## config.mk

```make
export PLATFORM = sky130hd
export DESIGN_NAME = pac_mover
export DESIGN_NICKNAME = d
export VERILOG_FILES = /design/src/rtl/pac_pkg.sv /design/src/rtl/pac_step_timer.sv /design/src/rtl/pac_mover.sv
export SDC_FILE = /design/constraint.sdc
export NUM_CORES = 1
export LEC_CHECK = 0
export ABC_AREA = 1
export CAP_MARGIN = 10
export CORE_MARGIN = 8
export CORE_UTILIZATION = 30
export DETAILED_ROUTE_END_ITERATION = 16
export HOLD_SLACK_MARGIN = 0.15
export PLACE_DENSITY = 0.5
export SLEW_MARGIN = 40
export SYNTH_ARGS = -nofsm -noshare
export SYNTH_HDL_FRONTEND = slang
export SYNTH_SLANG_ARGS = --single-unit
```

## constraint.sdc

```tcl
create_clock -name clk -period 2.64 [get_ports clk]
set_clock_uncertainty 0.05 [all_clocks]
set_input_delay 0.528 -clock clk [delete_from_list [all_inputs] [get_ports clk]]
set_output_delay 0.528 -clock clk [all_outputs]
set_load 0.01 [all_outputs]
```

## src/rtl/pac_pkg.sv

```systemverilog
// Shared types, legal-word bit positions and helpers for the Pac-Man motion controller.
package pac_pkg;

    typedef enum logic [1:0] {
        DIR_L = 2'd0,
        DIR_R = 2'd1,
        DIR_U = 2'd2,
        DIR_D = 2'd3
    } dir_t;

    typedef enum logic [1:0] {
        SETTLE,
        DECIDE,
        MOVE,
        STOP
    } state_t;

    localparam int LGL_L  = 3;
    localparam int LGL_R  = 2;
    localparam int LGL_U  = 1;
    localparam int LGL_D  = 0;
    localparam int GRID_N = 8;

    function automatic logic dir_legal(input logic [3:0] lgl, input dir_t d);
        case (d)
            DIR_L:   return lgl[LGL_L];
            DIR_R:   return lgl[LGL_R];
            DIR_U:   return lgl[LGL_U];
            default: return lgl[LGL_D];
        endcase
    endfunction

    // Button word shares the legal-word bit layout; L wins over R over U over D.
    function automatic dir_t btn_dir(input logic [3:0] b);
        if (b[LGL_L])      return DIR_L;
        else if (b[LGL_R]) return DIR_R;
        else if (b[LGL_U]) return DIR_U;
        else               return DIR_D;
    endfunction

endpackage

```

## src/rtl/pac_step_timer.sv

```systemverilog
// Divides the clock down to a one-cycle pixel-step tick; restart re-phases the divider.
module pac_step_timer #(
    parameter int STEP_DIV = 4
) (
    input  logic clk,
    input  logic rst,
    input  logic restart_i,
    input  logic en_i,
    output logic tick_o
);
    localparam int CW = (STEP_DIV > 1) ? $clog2(STEP_DIV) : 1;
    localparam logic [CW-1:0] CNT_LAST = CW'(STEP_DIV - 1);

    logic [CW-1:0] cnt_q;

    assign tick_o = en_i && (cnt_q == CNT_LAST);

    always_ff @(posedge clk or posedge rst) begin
        if (rst) begin
            cnt_q <= '0;
        end else if (restart_i) begin
            cnt_q <= '0;
        end else if (en_i) begin
            cnt_q <= tick_o ? '0 : cnt_q + CW'(1);
        end
    end

endmodule

```

## src/rtl/pac_mover.sv

```systemverilog
// Pac-Man motion controller: buffered turn requests, tile-aligned decisions, divided pixel stepping.
// Define PAC_STICKY_TURN_EN to keep an unconsumed turn request alive across tiles.
module pac_mover
    import pac_pkg::*;
#(
    parameter int TILE_PX   = 60,
    parameter int STEP_DIV  = 4,
    parameter int LEGAL_LAT = 1,
    parameter int START_X   = 3,
    parameter int START_Y   = 3
) (
    input  logic       clk,
    input  logic       rst,
    input  logic [3:0] btn,
    input  logic [3:0] legal,
    output logic [2:0] tile_x,
    output logic [2:0] tile_y,
    output logic [9:0] xpos,
    output logic [9:0] ypos,
    output logic [1:0] dir,
    output logic       moving,
    output logic       tile_done
);
    localparam int PX_W = (TILE_PX > 1) ? $clog2(TILE_PX) : 1;
    localparam logic [PX_W-1:0] PX_LAST  = PX_W'(TILE_PX - 1);
    localparam logic [1:0]      LAT_LAST = (LEGAL_LAT > 0) ? 2'(LEGAL_LAT - 1) : 2'd0;

    state_t          state_q;
    dir_t            dir_q;
    logic [2:0]      tile_x_q, tile_y_q;
    logic [9:0]      xpos_q, ypos_q;
    logic            moving_q, tile_done_q;
    logic [PX_W-1:0] px_cnt_q;
    logic [1:0]      lat_cnt_q;
    logic            q_vld_q, q_vld_d;
    dir_t            q_dir_q, q_dir_d;

    logic decide_now, take_q, start, arrive, tick;
    dir_t new_dir;

    pac_step_timer #(.STEP_DIV(STEP_DIV)) u_timer (
        .clk       (clk),
        .rst       (rst),
        .restart_i (start),
        .en_i      (state_q == MOVE),
        .tick_o    (tick)
    );

    always_comb begin
        // With zero lookup latency the settle cycle doubles as the decision cycle.
        decide_now = (state_q == DECIDE) || ((state_q == SETTLE) && (LEGAL_LAT == 0));
        take_q     = (decide_now || (state_q == STOP)) && q_vld_q && dir_legal(legal, q_dir_q);
        start      = take_q || (decide_now && dir_legal(legal, dir_q));
        new_dir    = take_q ? q_dir_q : dir_q;
        arrive     = tick && (px_cnt_q == PX_LAST);

        q_vld_d = q_vld_q;
        q_dir_d = q_dir_q;
`ifdef PAC_STICKY_TURN_EN
        if (take_q) q_vld_d = 1'b0;
`else
        // Leaving a tile without the request taken means it was meant for this tile only.
        if (start) q_vld_d = 1'b0;
`endif
        if (|btn) begin
            q_vld_d = 1'b1;
            q_dir_d = btn_dir(btn);
        end
    end

    always_ff @(posedge clk or posedge rst) begin
        if (rst) begin
            state_q     <= SETTLE;
            dir_q       <= DIR_L;
            tile_x_q    <= 3'(START_X);
            tile_y_q    <= 3'(START_Y);
            xpos_q      <= 10'(START_X * TILE_PX);
            ypos_q      <= 10'(START_Y * TILE_PX);
            moving_q    <= 1'b0;
            tile_done_q <= 1'b0;
            px_cnt_q    <= '0;
            lat_cnt_q   <= '0;
            q_vld_q     <= 1'b0;
            q_dir_q     <= DIR_L;
        end else begin
            q_vld_q     <= q_vld_d;
            q_dir_q     <= q_dir_d;
            tile_done_q <= 1'b0;
            case (state_q)
                MOVE: begin
                    if (tick) begin
                        case (dir_q)
                            DIR_L:   xpos_q <= xpos_q - 10'd1;
                            DIR_R:   xpos_q <= xpos_q + 10'd1;
                            DIR_U:   ypos_q <= ypos_q - 10'd1;
                            default: ypos_q <= ypos_q + 10'd1;
                        endcase
                        if (arrive) begin
                            case (dir_q)
                                DIR_L:   tile_x_q <= tile_x_q - 3'd1;
                                DIR_R:   tile_x_q <= tile_x_q + 3'd1;
                                DIR_U:   tile_y_q <= tile_y_q - 3'd1;
                                default: tile_y_q <= tile_y_q + 3'd1;
                            endcase
                            px_cnt_q    <= '0;
                            lat_cnt_q   <= '0;
                            tile_done_q <= 1'b1;
                            moving_q    <= 1'b0;
                            state_q     <= SETTLE;
                        end else begin
                            px_cnt_q <= px_cnt_q + PX_W'(1);
                        end
                    end
                end
                default: begin
                    if (start) begin
                        state_q  <= MOVE;
                        dir_q    <= new_dir;
                        moving_q <= 1'b1;
                    end else if (decide_now) begin
                        state_q <= STOP;
                    end else if (state_q == SETTLE) begin
                        if (lat_cnt_q == LAT_LAST) state_q <= DECIDE;
                        else                       lat_cnt_q <= lat_cnt_q + 2'd1;
                    end
                end
            endcase
        end
    end

    assign tile_x    = tile_x_q;
    assign tile_y    = tile_y_q;
    assign xpos      = xpos_q;
    assign ypos      = ypos_q;
    assign dir       = dir_q;
    assign moving    = moving_q;
    assign tile_done = tile_done_q;

endmodule

```

==> run summary, run 1 <==
Fillers: 1025
Largest net degree at the start of global routing: 46
Post-CTS resize count: 0
Peak supply drop: 337.9 µV
Fin crit period: 2253 ps
Top FF cell, synth: dfrtp_1
Final setup fails: 0
Hold_buf cts: 0
Status: complete, no violations
Tcrit/Tclk final: 0.8536
Worst-path clk slew: 90 ps
Initial Util: 0.3053
Syn_nets: 410
Full die area: 13290 µm²
Highest metal used: met4
Post-synth top cells: nand2_1, inv_1, dfrtp_1, nand3_1, o21ai_0
Crit path capture: xpos[9]
Total congestion overflow: 0
WL met2: 3139 µm
CTS max path bufs: 2
# IOs: 40
Fmax: 0.4438 GHz
Vias: 2604
Power Density: 980.6 nW/µm²
Met3 routed WL: 340 µm
Htree depth: 2
CP Launch Type: flip-flop
WL/cell: 12.14 µm
Crit path max fanout: 12
Vias in the first global route: 2542
Worst path bufs/invs: 0
Global-route wire length before repair: 11680 µm
Stages on worst setup path: 8
RSZ-0062 raised after global routing: false
Final Hold Viols: 0
DRC viols: 0
CP delay by family, top: compound AO/OA/AOI/OAI gates
Sequential area share after synthesis: 0.3860
Post-CTS Setup Inserts: 0
Detailed Place HPWL: 5247 µm
Core ar.: 9684 µm²
Setup ws final: 386.5 ps
Final Non-Filler Cells: 566
Max Cap Viol: 0
Initial antenna violation count: 0
Layout area overhead: 22.39%
Async SR Flop Fraction: 1.000
Hold/Removal Path Class: reg2reg
Reg2Reg Setup Slack: 390 ps
Clk sinks: 45
CP Data Arrival Time: 2400 ps
Worst-path cell chain: nand2_2, ha_1, a21oi_1, o21ai_0, a21oi_1, a21boi_0, o21ai_0, nand2_1
Number of buffers added on ports: 39
Post-synth EDFFs: 0
Fin Hold WS: 423.4 ps
Total power: 3.548 mW
Launching point of the worst reg2reg path: dir[0]
Worst flop-to-flop path endpoint: xpos[9]
Die W: 115.3 µm
Root buffer cell: clkbuf_8
CP Capture Type: flip-flop
Post-synthesis register bit count: 45
Leak Pwr: 1.793 nW
CP max stage cell: dfrtp_1
R2R depth: 8
Synth top area share: 0.2793
Wl on met1: 3302 µm
CP max stage delay: 480 ps
Routed vias/inst: 4.601
Worst Path Required: 2780 ps
Synth area leaders: dfrtp_1, nand2_1, dfstp_2
Worst-Margin Slew: 597.9 ps
Cells after Synth: 386
FP Rows: 36
Chip Height: 115.3 µm
Final net count: 456
Layout cells sized above 1: 0.1270
Post-synth cell types: 44
CTS Buf Count: 5
Pre-antenna DRT Iters: 4
Mean Syn Cell Area: 7.660 µm²
Diode count: 0
Yosys top cell by area: dfrtp_1
Clk_lat worst skew: 300 ps
Post-Route WL: 6870 µm
Rel. slew slack: 0.6014
Count leader, synth: nand2_1
Initial DRC Count: 110
WS Path Type: reg2reg
Synth warn: 0
Max-slew violations: 0
Post-Place Setup Slack: 423.7 ps
DRT antenna net count: 0
GP Congestion: 0.8290
Final setup TNS: 0 ps
Placed cells: 558
Synth Cell Area: 2957 µm²
Crit path launch: dir[0]
CTS tree: yes
All-Layer GR Usage: 0.1093
-- worst min path at each step --
stage | startpoint | endpoint | slack, ps | depth (start not counted)
6_report | tile_y[2] | tile_y[2] | 420 | 1
5_1_grt | q_vld_q | q_vld_q | 450 | 2
4_1_cts | tile_y[2] | tile_y[2] | 430 | 1
3_5_place_dp | tile_y[2] | tile_y[2] | 410 | 1
3_3_place_gp | tile_y[2] | tile_y[2] | 410 | 1
2_1_floorplan | q_vld_q | q_vld_q | 390 | 2
-- sequential cells by signal (all words and copies together), names as in the netlist --
signal / cells
q_vld_q: 1
tile_x: 3
lat_cnt_q: 2
tile_done: 1
u_timer.cnt_q: 2
px_cnt_q: 6
tile_y: 3
xpos: 10
state_q: 2
q_dir_q: 2
ypos: 10
dir: 2
moving: 1
-- kinds of logic (layout without fill, tap and decap cells) --
logic type / Yosys count / in the layout / share of synthesized area
adder cells (fa/ha/maj): 14 / 14 / 0.05925
AO/OA/AOI/OAI: 57 / 57 / 0.1172
XOR/XNOR: 14 / 14 / 0.04147
buffers and inverters: 61 / 108 / 0.08802
flip-flops: 45 / 45 / 0.3859
multiplexers: 1 / 1 / 0.003808
AND/OR/NAND/NOR: 194 / 194 / 0.3043
-- cell usage in the layout (no fill, tap or decap), types with 2 or more instances in the layout --
master | Yosys | final
a21oi_1 | 10 | 10
buf_4 | 0 | 4
nand3b_1 | 2 | 2
o211ai_1 | 2 | 2
dfrtp_1 | 33 | 33
nor3_1 | 4 | 4
o21ai_0 | 25 | 25
a211oi_1 | 2 | 2
clkdlybuf4s50_1 | 0 | 39
nand2_2 | 6 | 6
a31oi_1 | 2 | 2
nor2_1 | 24 | 24
nand4_1 | 5 | 5
nand3_1 | 33 | 33
nor2_2 | 2 | 2
nand2_4 | 3 | 3
inv_4 | 2 | 2
inv_1 | 48 | 47
inv_2 | 5 | 6
nand3_2 | 6 | 6
xor2_1 | 10 | 10
nor2_4 | 2 | 2
dfstp_2 | 12 | 12
o21bai_1 | 3 | 3
xnor2_1 | 4 | 4
clkbuf_8 | 0 | 6
clkinv_1 | 2 | 2
o21ai_1 | 4 | 4
ha_1 | 14 | 14
nand2_1 | 103 | 103
-- routing by layer --
metal | vias up | global-route usage
met4 | 0 | 0.03152
met3 | 6 | 0.02731
met2 | 48 | 0.1804
met5 | - | 0
li1 | 1355 | -
met1 | 1195 | 0.1377
-- cell type report --
type                    instances  area [µm²]  share of cell area
repair buffers                 43       420.4              0.1162
well taps                     133       166.4             0.04599
inverters                      57       219.0             0.06051
multi-input cells             280        1555              0.4298
flip-flops and latches         45        1141              0.3154
clock buffers                   7       86.33             0.02386
clock inverters                 1       30.03            0.008299
-- through the flow --
step | area [µm²] | utilization
6_report | 3618 | 0.3736
2_1_floorplan | 2957 | -
5_1_grt | 3618 | 0.3736
3_3_place_gp | 3502 | 0.3616
3_5_place_dp | 3502 | 0.3616
4_1_cts | 3618 | 0.3736
-- power breakdown --
| part | internal (mW) | switching [mW] |
|---|---|---|
| logic | 0.771 | 1.19 |
| clock network | 0.309 | 0.245 |
| registers | 0.871 | 0.158 |
| total | 1.95 | 1.60 |
No activity file was read; power rests on OpenSTA's default activity.
==> inputs of run 2 (changes only) <==
Settings changed: CTS_BUF_LIST set to sky130_fd_sc_hd__clkbuf_2.
Clock period 2.64 ns to 2.7 ns, I/O delays scaled along.
==> run 2 against run 1 <==
Sequential share of layout area is 0.54 points higher. Worst hold slack got worse by 76 ps. Final cell count is the same.
==> run summary, run 2 (synthesis gave the netlist of run 1 again) <==
Worst-path cell chain: buf_4, clkdlybuf4s50_1
CP max stage delay: 580 ps (+100 ps)
Diode count: 0 (unchanged)
Most frequent cells in the layout: nand2_1, inv_1, clkdlybuf4s50_1, nand3_1, dfrtp_1
Initial antenna violation count: 0 (unchanged)
Reg2Reg Setup Slack: 460 ps (+70 ps)
Full die area: 13290 µm² (unchanged)
Number of buffers added on ports: 39 (unchanged)
Worst flop-to-flop path endpoint: xpos[9]
Initial DRC Count: 112 (+1.8%)
Post-Route WL: 6812 µm (-0.84%)
Clk_lat worst skew: 440 ps (+140 ps)
CTS max path bufs: 2 (unchanged)
Most common cell after layout, fill and taps aside: nand2_1
Max Cap Viol: 0 (unchanged)
Sw Share: 0.4829 (+0.03288)
Worst-Margin Slew: 496.3 ps (-101.6 ps)
Root buffer cell: clkbuf_2
Post-CTS Setup Inserts: 0 (unchanged)
Fin crit period: 2266 ps
Detailed Place HPWL: 5260 µm (+0.25%)
Crit path launch: dir[1]
Fillers: 1023 (-0.20%)
Die W: 115.3 µm (unchanged)
Leak Pwr: 1.768 nW (-1.4%)
Core ar.: 9684 µm² (unchanged)
Final Hold Viols: 0 (unchanged)
FF+latch area: 1141 µm² (unchanged)
Total congestion overflow: 0 (unchanged)
DRC viols: 0 (unchanged)
CTS Buf Count: 5 (unchanged)
CP Data Arrival Time: 1680 ps (-720 ps)
Tcrit/Tclk final: 0.8393
Status: complete, no violations
Routed vias/inst: 4.592 (-0.19%)
Max-slew violations: 0 (unchanged)
WL/cell: 12.04 µm (-0.84%)
Global-route wire length before repair: 11630 µm (-0.47%)
Launching point of the worst reg2reg path: dir[0]
DRT antenna net count: 0 (unchanged)
Layout cells sized above 1: 0.1293 (+0.002309)
Crit path max fanout: 14 (+2)
Internal power: 1.667 mW (-15%)
Final net count: 456 (unchanged)
Net Sw Power: 1.557 mW (-2.5%)
# IOs: 40 (unchanged)
FP Rows: 36 (unchanged)
All-Layer GR Usage: 0.1081 (-0.001241)
CP delay by family, top: buffers and inverters
Fmax: 0.4413 GHz
Post-CTS resize count: 0 (unchanged)
Rel. slew slack: 0.6686 (+0.06722)
Total power: 3.224 mW (-9.1%)
Combinational Power Share: 0.594 (+0.040)
Fin Hold WS: 347.5 ps (-75.92 ps)
Pre-antenna DRT Iters: 4 (unchanged)
RSZ-0062 raised after global routing: false
Final setup TNS: 0 ps (unchanged)
Final Non-Filler Cells: 566 (unchanged)
Chip Height: 115.3 µm (unchanged)
Clk sinks: 45 (unchanged)
CP Launch Type: flip-flop
Clk network pwr share: 0.094 (-0.062)
Worst-path clk slew: 250 ps (+160 ps)
Hold/Removal Path Class: in2async
R2R depth: 8 (unchanged)
Layout area overhead: 20.31%
Vias: 2599 (-0.19%)
Htree depth: 2 (unchanged)
Placed cells: 558 (unchanged)
Worst path bufs/invs: 2 (+2)
Multi-input logic area: 1555 µm² (unchanged)
Initial Util: 0.3053 (unchanged)
Hold_buf cts: 0 (unchanged)
Final setup fails: 0 (unchanged)
Power Density: 906.3 nW/µm² (-7.6%)
Worst Path Required: 2110 ps (-670 ps)
CP max stage cell: clkdlybuf4s50_1
Largest net degree at the start of global routing: 26 (-43%)
GP Congestion: 0.8045 (-3.0%)
Peak supply drop: 278.3 µV (-18%)
WS Path Type: reg2out
CTS tree: yes
Vias in the first global route: 2514 (-1.1%)
Reg power frac: 0.312 (+0.022)
CP Capture Type: output pin
## run 2: worst max path at each step
stage	end	slack [ps]	cells after the start
floorplan	xpos[9]	660	9
detailed placement	xpos[9]	510	8
finish	dir[1]	430	2
CTS	dir[1]	390	2
global placement	xpos[9]	560	8
global route	xpos[9]	190	8
## run 2: area by class of cell
cell class / count / share of cell area
Inverter: 57 / 0.06155
Clock buffer: 5 / 0.007035
Clock inverter: 3 / 0.004924
Multi-Input combinational cell: 280 / 0.4372
Tap cell: 133 / 0.04678
Timing Repair Buffer: 43 / 0.1217
Sequential cell: 45 / 0.3208
## run 2: power groups by stage
stage | Sequential [mW] | Combinational (mW) | Clock [mW]
after detailed placement | 1.02 | 1.92 | 0
after floorplan | 1.04 | 1.38 | 0
after global routing | 1.04 | 2.20 | 0.342
final | 1.01 | 1.91 | 0.304
after CTS | 1.01 | 1.93 | 0.325
after global placement | 1.02 | 1.90 | 0
## run 2: per-stage QoR
| step | util | worst slack, ps | cell area (µm²) |
|---|---|---|---|
| 4_1_cts | 0.3673 | 393.2 | 3557 |
| 6_report | 0.3673 | 434.0 | 3557 |
| 5_1_grt | 0.3673 | 187.0 | 3557 |
| 3_3_place_gp | 0.3629 | 561.1 | 3515 |
| 2_1_floorplan | - | 662.4 | 2957 |
| 3_5_place_dp | 0.3629 | 508.4 | 3515 |
## run 2: routing by layer
metal / track usage / part of all wire
met3: 0.02836 / 0.051
met4: 0.03415 / 0.013
met2: 0.1742 / 0.45
met1: 0.1377 / 0.48
met5: 0 / 0
==> inputs of run 3 (changes only) <==
Settings changed: PLACE_DENSITY 0.5 to 0.52.
Clock period 2.7 ns to 2 ns, I/O delays scaled along.
==> run 3 against run 2 <==
Design area is 11% higher. Sequential power is 33% higher. Via count is 8.1% higher. Utilization is 3.9 points higher. Non-clock buffer count is 31 higher. Clock power is 29% higher. Critical endpoint is now xpos[8]. Highest routed layer unchanged.
==> run summary, run 3 (synthesis gave the netlist of run 1 again) <==
Initial Util: 0.3053 (unchanged)
CP Launch Type: flip-flop
Vias in the first global route: 2675 (+6.4%)
Final Hold Viols: 0 (unchanged)
Multi-input logic area: 1700 µm² (+9.3%)
GP Congestion: 0.8650 (+7.5%)
Hold_buf cts: 0 (unchanged)
DRC viols: 0 (unchanged)
CP delay by family, top: buffers and inverters
Crit path max fanout: 3 (-11)
Met3 Use GR: 0.02889 (+0.0005252)
Total congestion overflow: 0 (unchanged)
Worst-path cell chain: clkdlybuf4s50_1
Root buffer cell: clkbuf_2
Routed vias/inst: 4.707 (+2.5%)
Core ar.: 9684 µm² (unchanged)
Launching point of the worst reg2reg path: dir[0]
Grt met1 use: 0.1481 (+0.01044)
Hold/Removal Path Class: in2async
CP Capture Type: output pin
Die W: 115.3 µm (unchanged)
Vias: 2810 (+8.1%)
Fillers: 981 (-4.1%)
Initial antenna violation count: 0 (unchanged)
Crit path launch: xpos[8]
Fmax: 0.5249 GHz
Busiest grt layer: met2
Largest net degree at the start of global routing: 46 (+77%)
Max-slew violations: 0 (unchanged)
Power Density: 1269 nW/µm² (+40%)
Placed cells: 567 (+1.6%)
Full die area: 13290 µm² (unchanged)
Detailed Place HPWL: 5492 µm (+4.4%)
Layout cells sized above 1: 0.2263 (+0.09696)
Most common cell after layout, fill and taps aside: nand2_1
CP Data Arrival Time: 1460 ps (-220 ps)
CTS Buf Count: 5 (unchanged)
Leak Pwr: 1.992 nW (+13%)
Number of buffers added on ports: 39 (unchanged)
All-Layer GR Usage: 0.1146 (+0.006540)
Rel. slew slack: 0.7284 (+0.05973)
FP Rows: 36 (unchanged)
Most frequent cells in the layout: nand2_1, inv_1, nand3_1, buf_4, dfrtp_1
Htree depth: 2 (unchanged)
Pre-antenna DRT Iters: 6 (+2)
Post-Place Setup Slack: 28.96 ps (-479.5 ps)
Clk sinks: 45 (unchanged)
Final setup fails: 0 (unchanged)
RSZ-0062 raised after global routing: true
Worst path bufs/invs: 1 (-1)
M2 GR Usage: 0.1839 (+0.009743)
Global-route wire length before repair: 12330 µm (+6.1%)
Tcrit/Tclk final: 0.9526
Post-Route WL: 7399 µm (+8.6%)
DRT antenna net count: 0 (unchanged)
# IOs: 40 (unchanged)
Worst-path clk slew: 250 ps (about the same)
Status: complete, no violations
Worst Path Required: 1550 ps (-560 ps)
Diode count: 0 (unchanged)
CP max stage delay: 570 ps (about the same)
Max Cap Viol: 0 (unchanged)
FF+latch area: 1146 µm² (+0.44%)
Final Non-Filler Cells: 597 (+5.5%)
Initial DRC Count: 125 (+12%)
CTS max path bufs: 2 (unchanged)
Layout area overhead: 33.09%
Final net count: 487 (+6.8%)
Peak supply drop: 518.8 µV (+86%)
Final setup TNS: 0 ps (unchanged)
Clk_lat worst skew: 420 ps (-20 ps)
Fin crit period: 1905 ps
Chip Height: 115.3 µm (unchanged)
Worst-Margin Slew: 405.0 ps (-91.32 ps)
CTS tree: yes
WL/cell: 12.39 µm (+3.0%)
Setup ws final: 94.78 ps (-339.2 ps)
CP max stage cell: clkdlybuf4s50_1
WS Path Type: reg2out
==> run 3: changes by cell type in the layout (fill, tap and decap cells not counted), sizes merged <==
cell           before  now
clkinv              4    6
inv                55   54
clkdlybuf4s50      39   25
dlygate4sd2         0   14
clkinvlp            1    0
buf                 4   35
==> run 3: path summary, 6_finish.rpt <==
path	to	slack, ps	cells past startpoint
worst max register to register	xpos[8]	100	11
worst min register to register	tile_y[2]	430	1
max in group asynchronous	tile_y[0]	1370	3
min in group clk	tile_y[2]	430	1
worst min-delay path	tile_done	240	3
worst max-delay path	xpos[8]	90	1
==> run 3: where the power goes <==
group	leakage [nW]	total [mW]	switching [mW]	internal [mW]
sequential	0.547	1.34	0.190	1.15
combinational	1.42	3.26	1.82	1.44
clock	0.0278	0.391	0.314	0.0768
total	1.99	4.99	2.33	2.67
==> run 3: per-stage QoR <==
| stage | util | cell area [µm²] | total power, mW | hold slack (ps) |
|---|---|---|---|---|
| finish | 0.4063 | 3935 | 4.995 | 240.5 |
| global route | 0.4063 | 3935 | 5.489 | 228.9 |
| detailed placement | 0.3703 | 3586 | 4.131 | 414.3 |
| floorplan | - | 2960 | 3.287 | 392.2 |
| global placement | 0.3703 | 3586 | 4.103 | 408.5 |
| CTS | 0.3817 | 3696 | 4.571 | 229.6 |
==> run 3: area by class of cell <==
class	instances	area share
clock inverters	3	0.003180
well taps	133	0.04229
inverters	57	0.05819
clock buffers	5	0.006359
flip-flops and latches	45	0.2913
repair buffers	74	0.1666
multi-input cells	280	0.4321
==> run 3: timing repair <==
action                     4_1_cts  5_1_grt
pin swaps                        0        9
buffers inserted                12       10
setup endpoints to repair       15       16
hold endpoints to repair         0        0
gates cloned                     0        0
gates resized for setup         14       32
==> run 3: metal layers <==
metal  vias up  share of wire
li1       1418              -
met1      1317           0.47
met2        67           0.45
met3         8          0.053
met4         0          0.018
met5         -              0
